==> src/rtl/dm_ctrl.sv <==
// Data-memory access controller: CPU byte/half/word loads and stores onto a word-only memory.
// Define DM_CTRL_BYTE_EN to enable byte/half accesses (read-modify-write for sub-word stores).
module dm_ctrl #(
    parameter int RD_WAIT = 0
) (
    input  logic        clock,
    input  logic        rst_n,
    input  logic        req,
    input  logic        we,
    input  logic [1:0]  size,
    input  logic        sign_ext,
    input  logic [31:0] addr,
    input  logic [31:0] wdata,
    output logic [31:0] rdata,
    output logic        done,
    output logic        busy,
    output logic        misalign,
    output logic [31:0] mem_addr,
    output logic [31:0] mem_wdata,
    output logic        mem_we,
    input  logic [31:0] mem_rdata
);

    typedef enum logic [1:0] {
        IDLE = 2'b00,
        RD   = 2'b01,
        WR   = 2'b10,
        DN   = 2'b11
    } state_t;

    localparam logic [1:0] SZ_BYTE   = 2'b00;
    localparam logic [1:0] SZ_HALF   = 2'b01;
    localparam logic [1:0] SZ_WORD   = 2'b10;
    localparam logic [1:0] RD_WAIT_C = RD_WAIT[1:0];

    function automatic logic is_misaligned(input logic [1:0] sz, input logic [1:0] off);
        logic r;
        case (sz)
`ifdef DM_CTRL_BYTE_EN
            SZ_BYTE: r = 1'b0;
            SZ_HALF: r = off[0];
`else
            SZ_BYTE, SZ_HALF: r = 1'b1;
`endif
            SZ_WORD: r = (off != 2'b00);
            default: r = 1'b1;
        endcase
        return r;
    endfunction

    // Little-endian lane select followed by sign or zero extension.
    function automatic logic [31:0] load_extract(input logic [31:0] word, input logic [1:0] sz,
                                                 input logic [1:0] off, input logic sx);
        logic [7:0]  b;
        logic [15:0] h;
        logic [31:0] r;
        case (off)
            2'b00:   b = word[7:0];
            2'b01:   b = word[15:8];
            2'b10:   b = word[23:16];
            default: b = word[31:24];
        endcase
        h = off[1] ? word[31:16] : word[15:0];
        case (sz)
            SZ_BYTE: r = {{24{sx & b[7]}}, b};
            SZ_HALF: r = {{16{sx & h[15]}}, h};
            default: r = word;
        endcase
        return r;
    endfunction

`ifdef DM_CTRL_BYTE_EN
    function automatic logic [31:0] store_merge(input logic [31:0] word, input logic [1:0] sz,
                                                input logic [1:0] off, input logic [15:0] data);
        logic [31:0] r;
        r = word;
        case (sz)
            SZ_BYTE: begin
                case (off)
                    2'b00:   r[7:0]   = data[7:0];
                    2'b01:   r[15:8]  = data[7:0];
                    2'b10:   r[23:16] = data[7:0];
                    default: r[31:24] = data[7:0];
                endcase
            end
            SZ_HALF: begin
                if (off[1]) begin
                    r[31:16] = data;
                end else begin
                    r[15:0] = data;
                end
            end
            default: r = word;
        endcase
        return r;
    endfunction
`endif

    state_t      state_r, state_s;
    logic [1:0]  wait_cnt_r, wait_cnt_s;
    logic [1:0]  off_r, off_s;
    logic [1:0]  size_r, size_s;
    logic        we_r, we_s;
    logic        sign_ext_r, sign_ext_s;
    logic [31:0] rdata_r, rdata_s;
    logic        done_r, done_s;
    logic        busy_r, busy_s;
    logic        misalign_r, misalign_s;
    logic [31:0] mem_addr_r, mem_addr_s;
    logic [31:0] mem_wdata_r, mem_wdata_s;
    logic        mem_we_r, mem_we_s;
`ifdef DM_CTRL_BYTE_EN
    logic [15:0] wdata_r, wdata_s;
`endif

    // Next-state and next-output logic; every output is the registered copy of these values.
    always_comb begin
        state_s     = state_r;
        wait_cnt_s  = wait_cnt_r;
        off_s       = off_r;
        size_s      = size_r;
        we_s        = we_r;
        sign_ext_s  = sign_ext_r;
        rdata_s     = rdata_r;
        done_s      = 1'b0;
        misalign_s  = 1'b0;
        mem_addr_s  = mem_addr_r;
        mem_wdata_s = mem_wdata_r;
        mem_we_s    = 1'b0;
`ifdef DM_CTRL_BYTE_EN
        wdata_s     = wdata_r;
`endif
        case (state_r)
            IDLE: begin
                if (req) begin
                    if (is_misaligned(size, addr[1:0])) begin
                        misalign_s = 1'b1;
                    end else begin
                        mem_addr_s = {addr[31:2], 2'b00};
                        off_s      = addr[1:0];
                        size_s     = size;
                        we_s       = we;
                        sign_ext_s = sign_ext;
                        wait_cnt_s = 2'b00;
`ifdef DM_CTRL_BYTE_EN
                        wdata_s    = wdata[15:0];
`endif
                        // Full-word stores need no read and complete directly.
                        if (we && (size == SZ_WORD)) begin
                            state_s     = WR;
                            mem_we_s    = 1'b1;
                            mem_wdata_s = wdata;
                            done_s      = 1'b1;
                        end else begin
                            state_s = RD;
                        end
                    end
                end else begin
                    state_s = IDLE;
                end
            end
            RD: begin
                if (wait_cnt_r == RD_WAIT_C) begin
                    wait_cnt_s = 2'b00;
                    if (we_r) begin
`ifdef DM_CTRL_BYTE_EN
                        state_s     = WR;
                        mem_we_s    = 1'b1;
                        mem_wdata_s = store_merge(mem_rdata, size_r, off_r, wdata_r);
                        done_s      = 1'b1;
`else
                        state_s     = IDLE;
`endif
                    end else begin
                        state_s = DN;
                        rdata_s = load_extract(mem_rdata, size_r, off_r, sign_ext_r);
                        done_s  = 1'b1;
                    end
                end else begin
                    wait_cnt_s = wait_cnt_r + 2'd1;
                end
            end
            WR:      state_s = IDLE;
            DN:      state_s = IDLE;
            default: state_s = IDLE;
        endcase
        busy_s = (state_s != IDLE);
    end

    // State and output registers; reset clears everything, aborting any access in flight.
    always_ff @(posedge clock or negedge rst_n) begin
        if (!rst_n) begin
            state_r     <= IDLE;
            wait_cnt_r  <= 2'b00;
            off_r       <= 2'b00;
            size_r      <= 2'b00;
            we_r        <= 1'b0;
            sign_ext_r  <= 1'b0;
            rdata_r     <= 32'h0000_0000;
            done_r      <= 1'b0;
            busy_r      <= 1'b0;
            misalign_r  <= 1'b0;
            mem_addr_r  <= 32'h0000_0000;
            mem_wdata_r <= 32'h0000_0000;
            mem_we_r    <= 1'b0;
`ifdef DM_CTRL_BYTE_EN
            wdata_r     <= 16'h0000;
`endif
        end else begin
            state_r     <= state_s;
            wait_cnt_r  <= wait_cnt_s;
            off_r       <= off_s;
            size_r      <= size_s;
            we_r        <= we_s;
            sign_ext_r  <= sign_ext_s;
            rdata_r     <= rdata_s;
            done_r      <= done_s;
            busy_r      <= busy_s;
            misalign_r  <= misalign_s;
            mem_addr_r  <= mem_addr_s;
            mem_wdata_r <= mem_wdata_s;
            mem_we_r    <= mem_we_s;
`ifdef DM_CTRL_BYTE_EN
            wdata_r     <= wdata_s;
`endif
        end
    end

    assign rdata     = rdata_r;
    assign done      = done_r;
    assign busy      = busy_r;
    assign misalign  = misalign_r;
    assign mem_addr  = mem_addr_r;
    assign mem_wdata = mem_wdata_r;
    assign mem_we    = mem_we_r;

endmodule

==> config.mk <==
export PLATFORM = sky130hd
export DESIGN_NAME = dm_ctrl
export DESIGN_NICKNAME = d
export VERILOG_FILES = /design/src/rtl/dm_ctrl.sv
export SDC_FILE = /design/constraint.sdc
export NUM_CORES = 1
export LEC_CHECK = 0
export CAP_MARGIN = 5
export CORE_UTILIZATION = 60
export DETAILED_ROUTE_END_ITERATION = 12
export DONT_BUFFER_PORTS = 1
export GPL_ROUTABILITY_DRIVEN = 0
export PLACE_DENSITY = 0.73
export SLEW_MARGIN = 20
export SYNTH_ARGS = -nofsm -noshare
export SYNTH_HDL_FRONTEND = slang
export SYNTH_SLANG_ARGS = --single-unit
==> constraint.sdc <==
create_clock -name clock -period 2.6 [get_ports clock]
set_input_delay 0.26 -clock clock [delete_from_list [all_inputs] [get_ports clock]]
set_output_delay 0.26 -clock clock [all_outputs]
set_load 0.03 [all_outputs]
==> results.md <==
- Int Pwr: approximately 3100 uW
- Hold Violations, Final: 108
- Port Buffers: 0
- Yosys cell types: 44
- Most common cell after layout, fill and taps aside: dfrtp_1
- Starting DRC count in detailed routing: ~140
- Die width: 91.20 um
- Critical Path Start: size_r[1]
- Syn Inst Count: 370
- Synthesis-stage register bit count: 108
- Hold/Removal Path Class: input pin to async pin
- Cell Rows: 32
- Mapped Area: 0.004773 sq mm
- Worst VDD drop: 570.9 uV
- Initial antenna violation count: 0
- Worst slew pin tran: about 1100 ps
- Pins Over Slew Limit: 0
- Final ANT Viol Nets: 0
- Area Overhead vs Synth: 5.478%
- Die Height: 91.20 um
- Part of the power in the clock network: 19.9%
- Multi-input gate area: 0.001901 sq mm
- Vias in the first global route: 2947
- Avg Inst Size Synth: roughly 13 sq um
- Reg2reg start: size_r[1]
- I/O pins: 203
- Drt drc: 0
- Register area: 0.002703 sq mm
- Global-route wire length before repair: 15280 um
- Status: complete, but fails checks
- Headroom to the max-slew limit: roughly 29%
- Post-layout minimum cycle time: 2053 ps
- Setup CP Type: flop to flop
- Overall Global Routing Usage: 23.76%
- GRT Residual Overflow: 0
- CP max FO: 16
- Finish-stage setup viols: 0
- Vias: 2889
- Failing checks: hold timing
- Clock sink count: 108
- Most frequent cells in the layout: dfrtp_1, mux2_4, nand2_1, nand3_1, mux2_2
- Max-cap check violation count: 0
- Via density: 6.108
- Fillers: 597
- Clk Latency, worst-skew pair: approximately 360 ps
- Clk buf depth: 2
- Fin crit share: 78.94%
- Root Driver: clkbuf_8
- First drt pass iteration count: 4
- Combinational power share: 13.7%
- Share of layout cells above drive strength 1: 25.07%
- FMAX: approximately 490 MHz
- Drt wl/cell: around 20 um
- Post-layout nets: 472
- Total CTS buffers: 9
- Starting Density: 61.77%
- Ys Warns: 0
- Required time of the critical path: between 2000 and 3000 ps
- Seq pwr share: 66.4%
- CORE AREA: 0.007727 sq mm
- HPWL after DPL: a little under 7000 um
- Seq/Total Area, Yosys: 56.62%
- Critical Path End Type: flop
- RSZ-0062 raised after global routing: no
- Final wirelength: 9615 um
- Worst EP arrival: 2290 ps
- Antenna diodes: 0
- Setup crit start kind: flop
- Power Density: 1052 mW/mm^2
- Die area: 0.008317 sq mm
- Clock transition at path regs: 100 ps
- Final Skew: just under 10 ps
- Switching Fraction: 41.48%
- H-tree levels: 3
- Switching pwr: 2198 uW
- CTS tree: built
- Static Leakage: 0.002478 uW
- Largest net degree at the start of global routing: 109
- Hold_ws: -418.9 ps
- Cts hold-fix bufs: 2
- Setup TNS: 0 ps
-- cells in the mapped netlist (all sizes together) --
cell type / count / area share [%]
nand3: 33 / 3.6
a211oi: 6 / 0.94
and2: 3 / 0.39
conb: 1 / 0.079
o22ai: 1 / 0.13
or3b: 1 / 0.18
o21ai: 3 / 0.31
nand4b: 1 / 0.31
mux2i: 3 / 0.63
o2bb2ai: 6 / 1.1
o21a: 1 / 0.16
a21o: 6 / 0.94
nand3b: 1 / 0.16
o31ai: 6 / 0.94
or3: 1 / 0.13
mux4: 1 / 0.47
a22oi: 8 / 1.3
nor2b: 9 / 1.2
ha: 2 / 0.52
nand4: 1 / 0.45
and3: 1 / 0.13
nor3b: 1 / 0.16
a311oi: 1 / 0.18
nand2b: 2 / 0.26
mux2: 63 / 18
nor2: 13 / 1.0
nor4b: 1 / 0.50
a22o: 4 / 0.73
a31oi: 1 / 0.13
a21oi: 16 / 1.7
buf: 17 / 2.7
o21bai: 1 / 0.16
and2b: 1 / 0.16
clkbuf: 8 / 0.63
or2: 1 / 0.13
inv: 4 / 0.31
dfrtp: 108 / 57
and3b: 1 / 0.18
nand2: 32 / 2.5
-- kinds of logic after synthesis --
logic type,synth area share (%)
DFF,56.62
adders and majority gates,0.5242
muxes,19.03
and+or+nand+nor,11.43
other,0.07856
buffers and inverters,3.643
AOI/OAI and AO/OA,8.676
-- metal layers --
| layer | GRT usage, % | wire [um] | share of wire [%] |
|---|---|---|---|
| met1 | 30.30 | 3847 | 40 |
| met4 | 8.598 | 183 | 1.9 |
| met5 | 0 | 0 | 0 |
| met3 | 7.538 | 894 | 9.3 |
| met2 | 38.32 | 4690 | 49 |
-- registers in the layout (all words and copies together), names as in the netlist, 2 cells and up --
register    flops
size_r          2
mem_addr       30
off_r           2
wait_cnt_r      2
mem_wdata      32
rdata          32
state_r         2
-- power groups by stage --
stage          combinational (uW)  clock (uW)  sequential [uW]
2_1_floorplan                 636           0             3430
3_3_place_gp                  695           0             3540
6_report                      726        1050             3520
3_5_place_dp                  731           0             3560
5_1_grt                       819        1140             3570
4_1_cts                       733        1080             3530
-- critical path, cell delays in order, from the launching register on --
cell	delay [ps]
dfrtp_1	380
nor2b_1	810
nand2_1	380
o2bb2ai_1	270
o31ai_1	90
-- through the flow --
step	area [sq um]	setup WS, ps	total power (uW)	cells	util, %
5_1_grt	5035	367.8	5533	473	65.16
2_1_floorplan	4777	1034	4070	371	-
3_3_place_gp	4806	677.3	4237	456	62.19
6_report	5035	547.5	5299	473	65.16
3_5_place_dp	4806	571.4	4288	456	62.19
4_1_cts	5035	556.0	5343	473	65.16
-- worst paths after layout --
path | endpoint | slack (ps) | cells after the start
min in group clock | mem_wdata[11] | 40 | 1
max reg2reg | rdata[2] | 550 | 4
min reg2reg | wait_cnt_r[0] | 520 | 1
max in group asynchronous | rdata[16] | 2820 | 0
max | rdata[2] | 550 | 4
min | rdata[29] | -420 | 0
-- area by class of cell --
| class | count | share of cell area (%) |
|---|---|---|
| inverter | 4 | 0.2982 |
| multi-input combinational | 234 | 37.75 |
| clock buffer | 11 | 3.007 |
| tap | 102 | 2.535 |
| sequential | 108 | 53.68 |
| clock inverter | 4 | 1.143 |
| timing repair buffer | 10 | 1.590 |
-- what timing repair did --
item	4_1_cts	5_1_grt
endpoints found under the setup margin	0	0
gates resized for setup	0	0
endpoints found under the hold margin	110	108
buffers inserted	0	0
Power figures use the tool's default switching activity.
==> variant 1, RTL diff (same settings) <==
Reset style: synchronous (`rst_n`), changed in one clocked block.
--- a/src/rtl/dm_ctrl.sv
+++ b/src/rtl/dm_ctrl.sv
@@ -190,3 +190,3 @@
     // State and output registers; reset clears everything, aborting any access in flight.
-    always_ff @(posedge clock or negedge rst_n) begin
+    always_ff @(posedge clock) begin
         if (!rst_n) begin
Check against the original RTL: differs if rst_n is asserted again (counterexample within 4 cycles, from zero or initial values and one cycle with rst_n low); with rst_n held inactive, the same outputs for 4 cycles.
==> variant 1 against the original RTL <==
  * Sequential cell count stayed put
  * Clock skew is 0.00052 ns lower
  * Final cell count is 32% higher
  * Final area is 5.7% lower
  * Maximum frequency is 8.0% higher
  * Area after synthesis is 5.6% lower
  * Die area is 5.5% lower
  * Worst setup slack better by 0.15 ns
  * First-iteration DRC count is 48% higher
  * Routed wire length is 11% higher
  * Critical path type unchanged
  * Highest routed layer unchanged
Power is not compared: it rests on default switching activity, and its combinational part moved more than twofold at a synthesized area within 25%.
==> variant 1: results (changes against the original RTL) <==
[run_status]
status=complete, no violations

[placed_design]
placedInstanceArea_um2=4522  ; -5.9%
hpwl_um=7390  ; +7.7%

[finish]
fin_nets=624  ; +32%
fillers=675  ; +13%
layout-drive-gt1-share=0.09351  ; -0.1572

[logic_synthesis]
synth.top_cells.by_count=173 x nand2_1, 108 x dfxtp_1, 39 x a21boi_0, 27 x a21boi_1
yosysSeqAreaShare=0.4800  ; -0.08619
synth-adder-area-share=0.005556  ; +0.0003131
synthTopCellsByArea=dfxtp_1 48%, nand2_1 14%, a21boi_0 6.5%, a21boi_1 4.5%, o21ai_0 2.8%
synth-async-reset-ratio=0  ; -1.000
synth_mux_area_frac=0.02806  ; -0.1622
yosys.cell_types.count=38  ; -14%

[critical_path]
reg2reg_depth=7  ; +3
slowest_delay_ns=0.33  ; -0.48 ns
r2r_slack_ns=0.70  ; +0.15 ns
r2r-end=rdata[1]
crit_fanout=38  ; +22
cp_slowest_cell=buf_4

[global_routing]
grt_pass1_wl_um=15840  ; +3.7%
grt_max_degree=104  ; -4.6%
grt_usage=0.2660  ; +0.02843

[min_path]
hp-class=in2reg

[route]
dr_wl_met2_um=5122  ; +9.2%
totalWireLength_um=10630  ; +11%
dr_wl_met3_um=1214  ; +36%
drtIter0Drc=208  ; +48%

[timing]
finClkSkew_ns=0.009328  ; -0.0005211 ns
fin_worst_hold_slack_ns=0.01823  ; +0.4371 ns

[variant 1: worst register-to-register path: stages, from the launching register on]
cell and delay (ns):
dfxtp_1 0.32, inv_1 0.07, ha_1 0.19, and4bb_2 0.26, buf_4 0.34, and2_1 0.28
o21ai_0 0.13, o31ai_1 0.24
[variant 1: area by class of cell]
type	count	share of cell area
Tap cell	99	0.02609
Clock buffer	11	0.03189
Timing Repair Buffer	13	0.02214
Inverter	5	0.003954
Clock inverter	5	0.009225
Multi-Input combinational cell	382	0.4512
Sequential cell	108	0.4555
[variant 1: worst max path at each step]
stage / startpoint / endpoint / slack [ns] / cells after the start
2_1_floorplan: wait_cnt_r[0] / rdata[21] / 1.04 / 7
6_report: wait_cnt_r[0] / rdata[1] / 0.70 / 7
4_1_cts: off_r[1] / rdata[30] / 0.69 / 5
3_5_place_dp: off_r[1] / rdata[30] / 0.69 / 5
5_1_grt: wait_cnt_r[1] / rdata[3] / 0.50 / 7
3_3_place_gp: off_r[1] / rdata[30] / 0.78 / 5
[variant 1: per-stage QoR]
step	setup slack, ns	instances	util
after floorplan	1.039	535	-
after global placement	0.7754	604	0.6234
after detailed placement	0.6945	604	0.6234
after CTS	0.6860	621	0.6517
after global routing	0.5021	623	0.6545
final	0.7002	623	0.6545
[variant 1: layer usage]
metal | up-vias | GRT usage
met3 | 18 | 0.1017
met1 | 1629 | 0.3110
met5 | - | 0
li1 | 1758 | -
met4 | 0 | 0.1100
met2 | 175 | 0.4385
[variant 1: kinds of logic (layout without fill, tap and decap cells)]
family,after synthesis,count (layout)
buffers and inverters,45,34
adder cells (fa/ha/maj),2,2
flip-flops,108,108
AO/OA/AOI/OAI,151,151
multiplexers,11,11
other,1,2
AND/OR/NAND/NOR,216,216
[variant 1: repair_timing]
action                     in CTS  in global routing
setup endpoints to repair       0                  0
hold endpoints to repair        1                  2
hold buffers                    1                  2
setup buffers                   0                  0
[variant 1: power by group through the flow]
stage               sequential [W]  clock (W)  combinational (W)
floorplan                  0.00175          0          0.0000931
detailed placement         0.00176          0          0.0000849
finish                     0.00172   0.000992          0.0000882
CTS                        0.00172    0.00101          0.0000867
global route               0.00172    0.00109          0.0000982
global placement           0.00176          0          0.0000822
==> variant 2, RTL diff (config.mk and constraints unchanged) <==
Made on the original files. The option `DM_CTRL_BYTE_EN` is turned on by a define.
--- a/src/rtl/dm_ctrl.sv
+++ b/src/rtl/dm_ctrl.sv
@@ -2,2 +2,4 @@
 // Define DM_CTRL_BYTE_EN to enable byte/half accesses (read-modify-write for sub-word stores).
+`define DM_CTRL_BYTE_EN
+
 module dm_ctrl #(
Formal check against the unedited RTL: not equivalent (Yosys sat finds a counterexample within 4 cycles, from zero or initial values and one cycle with rst_n low).
==> variant 2 against the original RTL <==
  * The run still ends with negative hold slack left
  * Sequential cell count rose by 16
  * Clock skew is 0.0032 ns higher
  * Area after synthesis rose by 32%
  * Highest routed layer unchanged
  * Power grew 110%
  * Core utilization rose by 11 points
  * First-iteration DRC count rose to 4.2 times the old value
  * Critical endpoint is now mem_wdata[21]
  * Routed wire length up 95%
  * Via count grew 91%
  * Final area up 54%
  * Worst setup slack lost 0.088 ns
  * Non-clock buffer count grew 91
  * Clock power up 100%
==> variant 2: results (changes against the original RTL) <==
[run_status]
status=finished, violations left
violations=negative hold slack

[global_routing]
grt.met2_usage=0.5459  ; +0.1627
grtUsageMet3=0.1360  ; +0.06059
grt_max_degree=125  ; +15%
grt_pass1_vias=5619  ; +91%
grt_usage=0.3524  ; +0.1148
grtUsageMet1=0.4235  ; +0.1206
grt_pass1_wl_um=29260  ; +92%

[route]
totalWireLength_um=18770  ; +95%
drtIter0Drc=586  ; +320%
dr_total_vias=5525  ; +91%
wl_met1_um=6938  ; +80%
dr_wl_met2_um=8713  ; +86%
dr_wl_met3_um=2225  ; +150%

[clock_tree]
path_clk_slew_ns=0.06  ; -0.04 ns
cts_buffers=17  ; +8
clkLatencyLatePin_ns=0.54  ; +0.18 ns
cts_hold_buf=84  ; +82
htreeDepth=4  ; +1

[critical_path]
r2r_slack_ns=0.46  ; -0.09 ns
crit_fanout=17  ; +1
slowest_delay_ns=0.45  ; -0.36 ns
cp_slowest_cell=and2_1
reg2reg_depth=6  ; +2
arrival_ns=2.56  ; +0.27 ns
r2r_start=state_r[1]
r2r-end=mem_wdata[21]

[power]
p_comb_w=0.00362  ; +400%
swShare=0.4847  ; +0.06989
p_leak_nw=3.327  ; +34%
max-vdd-ir-drop_mv=0.7956  ; +39%
total_power_w=0.01099  ; +110%

[timing]
fin_worst_hold_slack_ns=-0.5787  ; -0.1598 ns
slew_headroom=0.4120  ; +0.1208
min_period_ns=2.140  ; +0.08766 ns
finClkSkew_ns=0.01305  ; +0.003200 ns
hold_violations=124  ; +15%

[finish]
fin_nets=781  ; +65%
layout-drive-gt1-share=0.1843  ; -0.06635

[logic_synthesis]
yosys.cell_types.count=46  ; +4.5%
synthTopCellsByArea=dfrtp_1 49%, mux2_2 12%, nand3_1 3.8%, a21oi_1 3.7%, nor2_1 3.0%
yosysSeqAreaShare=0.4931  ; -0.07305
synth.top_cells.by_count=124 x dfrtp_1, 68 x mux2_2, 51 x nor2_1, 48 x nand3_1, 46 x a21oi_1

[placed_design]
hpwl_um=11470  ; +67%

==> variant 2: cell types whose count changed after synthesis, moves of 12 or more <==
cell | unedited run | this run
mux2i_1 | 3 | 16
a32oi_1 | 0 | 14
o21ai_0 | 3 | 19
nor2_1 | 13 | 51
o211ai_1 | 0 | 15
nand3_1 | 32 | 48
a22o_1 | 4 | 16
a21oi_1 | 16 | 46
clkbuf_1 | 8 | 34
mux2_4 | 39 | 0
a31oi_1 | 1 | 19
mux2_2 | 24 | 68
dfrtp_1 | 108 | 124
==> variant 2: cell type report <==
cell class	instances	area, um^2	area share
Sequential cell	124	3103	0.4006
Tap cell	136	170.2	0.02197
Multi-Input combinational cell	425	2925	0.3776
Clock inverter	15	118.9	0.01534
Clock buffer	17	414.1	0.05346
Timing Repair Buffer	101	980.9	0.1266
Inverter	7	33.78	0.004361
==> variant 2: how the worst max path moves through the flow <==
stage | end | slack [ns] | cells past startpoint
2_1_floorplan | mem_wdata[16] | 0.76 | 7
3_3_place_gp | mem_wdata[1] | 0.51 | 4
3_5_place_dp | mem_wdata[21] | 0.50 | 6
4_1_cts | mem_wdata[21] | 0.47 | 6
5_1_grt | mem_wdata[16] | 0.34 | 6
6_report | mem_wdata[21] | 0.46 | 6
==> variant 2: cells by family after synthesis <==
kind of cell / after synthesis / share of synthesized area
fa+ha+maj: 2 / 0.003976
flops: 124 / 0.4931
compound gates: 165 / 0.1774
other cells: 1 / 0.0005960
buf+inv: 61 / 0.04633
simple gates: 170 / 0.1261
mux: 86 / 0.1525
==> variant 2: through the flow <==
step | std cells | setup slack (ns) | area, um^2
after floorplan | 610 | 0.7577 | 6296
after global placement | 709 | 0.5124 | 6367
after detailed placement | 709 | 0.5007 | 6370
after CTS | 825 | 0.4655 | 7744
after global routing | 825 | 0.3402 | 7746
final | 825 | 0.4598 | 7746
